==> config.mk <==
export PLATFORM = sky130hd
export DESIGN_NAME = io_mmio
export DESIGN_NICKNAME = d
export VERILOG_FILES = /design/src/rtl/io_mmio.sv
export SDC_FILE = /design/constraint.sdc
export NUM_CORES = 1
export LEC_CHECK = 0
export BUFFER_PORTS_ARGS = -buffer_cell sky130_fd_sc_hd__buf_4
export CAP_MARGIN = 20
export CORE_ASPECT_RATIO = 0.7
export CORE_MARGIN = 2
export CORE_UTILIZATION = 30
export DETAILED_ROUTE_END_ITERATION = 10
export PLACE_DENSITY = 0.55
export SLEW_MARGIN = 20
export SYNTH_ARGS = -nofsm -noshare
export SYNTH_HDL_FRONTEND = slang
export SYNTH_SLANG_ARGS = --single-unit
==> constraint.sdc <==
create_clock -name clk -period 2.1 [get_ports clk]
set_clock_uncertainty 0.05 [all_clocks]
set_input_delay 0.315 -clock clk [delete_from_list [all_inputs] [get_ports clk]]
set_output_delay 0.315 -clock clk [all_outputs]
set_load 0.05 [all_outputs]
==> src/rtl/io_mmio.sv <==
// io_mmio: memory-mapped I/O registers at 0x7000-0x7003.
//   0x7000 controller 1 buttons, 0x7001 controller 2 buttons,
//   0x7002 in_vblank level, 0x7003 vblank IRQ latch (write clears).
// Scans both serial controllers once per frame, starting on vblank_start.
// Optional feature macro: IO_MMIO_CONTROLLER_2_EN (controller 2 scan and
// readback; without it 0x7001 reads 0x00 and controller_data_2 is ignored).
module io_mmio #(
    parameter int CLK_DIV = 4
) (
    input  logic       clk,
    input  logic       rst,
    input  logic       cpu_address_lsb,
    input  logic       cpu_wen,
    input  logic [7:0] cpu_data_in,
    input  logic       SELECT_controller,
    input  logic       SELECT_in_vblank,
    input  logic       SELECT_clr_vblank_irq,
    input  logic       vblank_start,
    input  logic       in_vblank,
    input  logic       controller_data_1,
    input  logic       controller_data_2,
    output logic       controller_latch,
    output logic       controller_pulse,
    output logic [7:0] cpu_data_out,
    output logic       vblank_irq_n
);

    localparam int CW = (CLK_DIV > 1) ? $clog2(CLK_DIV) : 1;
    localparam logic [CW-1:0] TICK_MAX = CW'(CLK_DIV - 1);

    typedef enum logic [1:0] {
        S_IDLE,
        S_LATCH,
        S_LOW,
        S_HIGH
    } state_e;

    state_e          state_q, state_d;
    logic [CW-1:0]   cnt_q, cnt_d;
    logic [2:0]      bit_q, bit_d;
    logic [7:0]      sr1_q, sr1_d;
    logic [7:0]      sh1_q, sh1_d;
    logic            latch_q, latch_d;
    logic            pulse_q, pulse_d;
    logic            irq_q, irq_d;
    logic            tick;

`ifdef IO_MMIO_CONTROLLER_2_EN
    logic [7:0]      sr2_q, sr2_d;
    logic [7:0]      sh2_q, sh2_d;
`endif

    // Write data carries no meaning here; only the write event matters.
    logic unused_inputs;
`ifdef IO_MMIO_CONTROLLER_2_EN
    assign unused_inputs = ^cpu_data_in;
`else
    assign unused_inputs = ^{cpu_data_in, controller_data_2};
`endif

    // Next-state logic for the scan FSM, shift/shadow registers and IRQ latch.
    always_comb begin
        // NOTE: every variable gets a default first so no path leaves it unassigned (no latches).
        state_d = state_q;
        cnt_d   = cnt_q;
        bit_d   = bit_q;
        sr1_d   = sr1_q;
        sh1_d   = sh1_q;
`ifdef IO_MMIO_CONTROLLER_2_EN
        sr2_d   = sr2_q;
        sh2_d   = sh2_q;
`endif
        tick = (state_q != S_IDLE) && (cnt_q == TICK_MAX);

        // Phase timer runs only while scanning and restarts on every tick.
        if (state_q == S_IDLE || tick) begin
            cnt_d = '0;
        end else begin
            cnt_d = cnt_q + 1'b1;
        end

        unique case (state_q)
            S_IDLE: begin
                // vblank_start elsewhere is ignored: a running scan is never restarted.
                if (vblank_start) begin
                    state_d = S_LATCH;
                end
            end
            S_LATCH: begin
                if (tick) begin
                    state_d = S_LOW;
                    bit_d   = 3'd0;
                end
            end
            S_LOW: begin
                // Controllers drive active-low data; store pressed as 1, MSB first.
                if (tick) begin
                    sr1_d   = {sr1_q[6:0], ~controller_data_1};
`ifdef IO_MMIO_CONTROLLER_2_EN
                    sr2_d   = {sr2_q[6:0], ~controller_data_2};
`endif
                    state_d = S_HIGH;
                end
            end
            S_HIGH: begin
                if (tick) begin
                    if (bit_q == 3'd7) begin
                        // Shadow copy in one edge so CPU reads never see a partial frame.
                        sh1_d   = sr1_q;
`ifdef IO_MMIO_CONTROLLER_2_EN
                        sh2_d   = sr2_q;
`endif
                        state_d = S_IDLE;
                    end else begin
                        bit_d   = bit_q + 3'd1;
                        state_d = S_LOW;
                    end
                end
            end
            default: state_d = S_IDLE;
        endcase

        // Outputs are registered from the next state so they change with the state flop.
        latch_d = (state_d == S_LATCH);
        pulse_d = (state_d != S_LOW);

        // Set wins over a coincident clear.
        if (vblank_start) begin
            irq_d = 1'b1;
        end else if (SELECT_clr_vblank_irq && cpu_wen) begin
            irq_d = 1'b0;
        end else begin
            irq_d = irq_q;
        end
    end

    // State registers; asynchronous reset discards any scan in progress.
    always_ff @(posedge clk or posedge rst) begin
        // NOTE: sequential state uses non-blocking assignments only.
        if (rst) begin
            state_q <= S_IDLE;
            cnt_q   <= '0;
            bit_q   <= 3'd0;
            sr1_q   <= 8'h00;
            sh1_q   <= 8'h00;
`ifdef IO_MMIO_CONTROLLER_2_EN
            sr2_q   <= 8'h00;
            sh2_q   <= 8'h00;
`endif
            latch_q <= 1'b0;
            pulse_q <= 1'b1;
            irq_q   <= 1'b0;
        end else begin
            state_q <= state_d;
            cnt_q   <= cnt_d;
            bit_q   <= bit_d;
            sr1_q   <= sr1_d;
            sh1_q   <= sh1_d;
`ifdef IO_MMIO_CONTROLLER_2_EN
            sr2_q   <= sr2_d;
            sh2_q   <= sh2_d;
`endif
            latch_q <= latch_d;
            pulse_q <= pulse_d;
            irq_q   <= irq_d;
        end
    end

    assign controller_latch = latch_q;
    assign controller_pulse = pulse_q;
    assign vblank_irq_n     = ~irq_q;

    // Zero-latency read mux from registered state and the in_vblank level.
    always_comb begin
        cpu_data_out = 8'h00;
        if (SELECT_controller) begin
            if (!cpu_address_lsb) begin
                cpu_data_out = sh1_q;
            end else begin
`ifdef IO_MMIO_CONTROLLER_2_EN
                cpu_data_out = sh2_q;
`else
                cpu_data_out = 8'h00;
`endif
            end
        end else if (SELECT_in_vblank) begin
            cpu_data_out = {7'b0, in_vblank};
        end else if (SELECT_clr_vblank_irq) begin
            cpu_data_out = {7'b0, irq_q};
        end
    end

endmodule

==> flow_summary.toml <==
[status]
outcome = "finished clean"

[detailed_routing]
drt_first_pass_iters = 4
wirelength_um = 1970
postRouteAntennaNets = 0
routedWlPerCell_um = 11.8
drc = 0
vias_per_cell = 4.58
num_vias = 765
drt_iter0_markers = 46

[pwr]
max-vdd-ir-drop_uv = 213
p_leak_nw = 0.727
cellPowerDensity_nw_per_um2 = 604
total_power_uw = 877

[logic_synthesis]
synth-seq-cells = 26
syn_inst = 93
yosysSeqAreaShare = 0.544
synth_nets = 115
syn-cell-area_sq_um = 1200
synth_warnings = 0
synth_edf_count = 0
ys.flop_type = "dfrtp_1"
synth.distinct_cells = 32
avgSynthCellArea_sq_um = 12.9
async_flop_share = 1.00

[floorplanning]
die_w_um = 79.6
die_area_sq_um = 4530
num_rows = 19
die-height_um = 56.9
fp.coreArea_sq_um = 3870
ios = 30
start_util = 0.309

[clock_network]
worstSkewPairLatency_ns = 0.26
clk_pin_slew_worst_paths_ns = 0.09
ctsHoldBuffers = 0
post_cts_buffers = 0
cts_buffers = 3
cts-root-buf = "clkbuf_8"
cts_tree = "done"
clock_sinks = 26
cts_buffer_depth = 2
post_cts_resized = 0
htree_levels = 1

[setup_path]
endpoint_kind = "flip-flop"
critical_path_buf_inv_count = 0
path_delay_family = "adder cells"
cpMostUsedCell = "ha_1"
required_ns = 2.20
crit_type = "flip-flop to flip-flop"
cp_slowest_cell = "dfrtp_1"
critPathArrivalTime_ns = 1.72
cpPeakStageDelay_ns = 0.41
critPathMaxFanout = 9
critPathLaunchType = "flip-flop"
worstPathCellList = "ha_1 > ha_1 > nand4_4 > mux2_2"

[timing]
fin_crit_ns = 1.62
grt_setup_unrepaired = "false"
fmax_mhz = 616
slew_headroom = 0.666
hold_viol = 0
setup_ws_ns = 0.477
slew_viol_final = 0
tightest_slew_ns = 0.501
finalCritPeriodShare = 0.773
fin_tns_setup_ns = 0
setup_violations = 0

[finish]
diodes = 0
syn_to_final_growth_pct = 21.2
post-route-cell-area_sq_um = 1450
final_layout_size_suffix_gt1_frac = 0.391
postLayoutCoreUtil = 0.375
layout_common_cells = "dfrtp_1, buf_4, mux2_2"
final_common_cell = "dfrtp_1"
fill_cells = 381
fin_nets = 138

[run]
drv_cap = 0

[placement]
place.gp.congestion = 0.642
io_buffers = 20
placed_area_sq_um = 1400
hpwlAfterDp_um = 1440
place_ws_ns = 0.477

[global_routing]
groute.usage.overall = 0.0947
grt_max_degree = 27
grt_pass1_vias = 731
grt_first_pass_wirelength_um = 3370
antenna_found_initial = 0
overflow = 0

[min_path]
hp-class = "primary input to asynchronous set/reset pin"
## layer usage
layer | vias up | track usage | part of all wire
met2 | 11 | 0.163 | 0.50
met3 | 2 | 0.0241 | 0.032
met4 | 0 | 0.0222 | 0.011
met5 | - | 0 | 0
met1 | 382 | 0.119 | 0.45
li1 | 370 | - | -
## layout make-up
| class | instances | area (sq um) | area share |
|---|---|---|---|
| clock buffers | 4 | 55.1 | 0.0379 |
| repair buffers | 21 | 158 | 0.109 |
| inverters | 6 | 22.5 | 0.0155 |
| multi-input cells | 58 | 500 | 0.345 |
| flip-flops and latches | 26 | 652 | 0.449 |
| well taps | 52 | 65.1 | 0.0448 |
## metrics by stage
step / cells / hold slack [ns]
after global routing: 167 / 0.0774
after floorplan: 93 / 0.304
after CTS: 167 / 0.0599
after global placement: 163 / 0.343
final: 167 / 0.0545
after detailed placement: 163 / 0.357
## worst paths after layout
path / from / endpoint / slack [ns] / cells after the start
setup / recovery: bit_q[0] / sh1_q[2] / 0.48 / 4
hold / removal: rst / bit_q[2] / 0.05 / 3
setup reg to reg: bit_q[0] / sh1_q[2] / 0.48 / 4
hold reg to reg: cnt_q[0] / cnt_q[0] / 0.39 / 1
max in group asynchronous: rst / controller_pulse / 1.66 / 3
min in group clk: controller_data_1 / sr1_q[0] / 0.17 / 2
## cells in the mapped netlist, types with 2 or more instances
cell type   n  area share
a21bo_2     2       0.017
dfrtp_1    25        0.52
a21oi_1     3       0.013
inv_1       6       0.019
mux2_2     15        0.14
and2_1      8       0.042
nor2_1      3      0.0094
nand2_1     2      0.0063
nand3_1     2      0.0084
ha_1        3       0.031
mux2i_1     2       0.017
o211ai_1    2       0.013
## state kept, by name, summed over array words and instances, names as in the netlist
signal            count
sr1_q                 8
controller_pulse      1
bit_q                 3
cnt_q                 2
irq_q                 1
sh1_q                 8
controller_latch      1
state_q               2
## cell families after synthesis
family                   Yosys count  synth area share
adder cells (fa/ha/maj)            3            0.0313
flip-flops                        26             0.544
multiplexers                      17             0.158
buffers and inverters              9            0.0386
AND/OR/NAND/NOR                   25             0.148
AO/OA/AOI/OAI                     13            0.0804
## power by group
part,leakage [nW],switching (mW),internal [mW]
registers,0.315,0.00594,0.508
clock network,0.0288,0.142,0.167
logic,0.383,0.0301,0.0237
## worst min-delay path, stage by stage
cell	delay [ns]
buf_4	0.11
inv_1	0.04
buf_4	0.31
No activity file was read; power rests on OpenSTA's default activity.
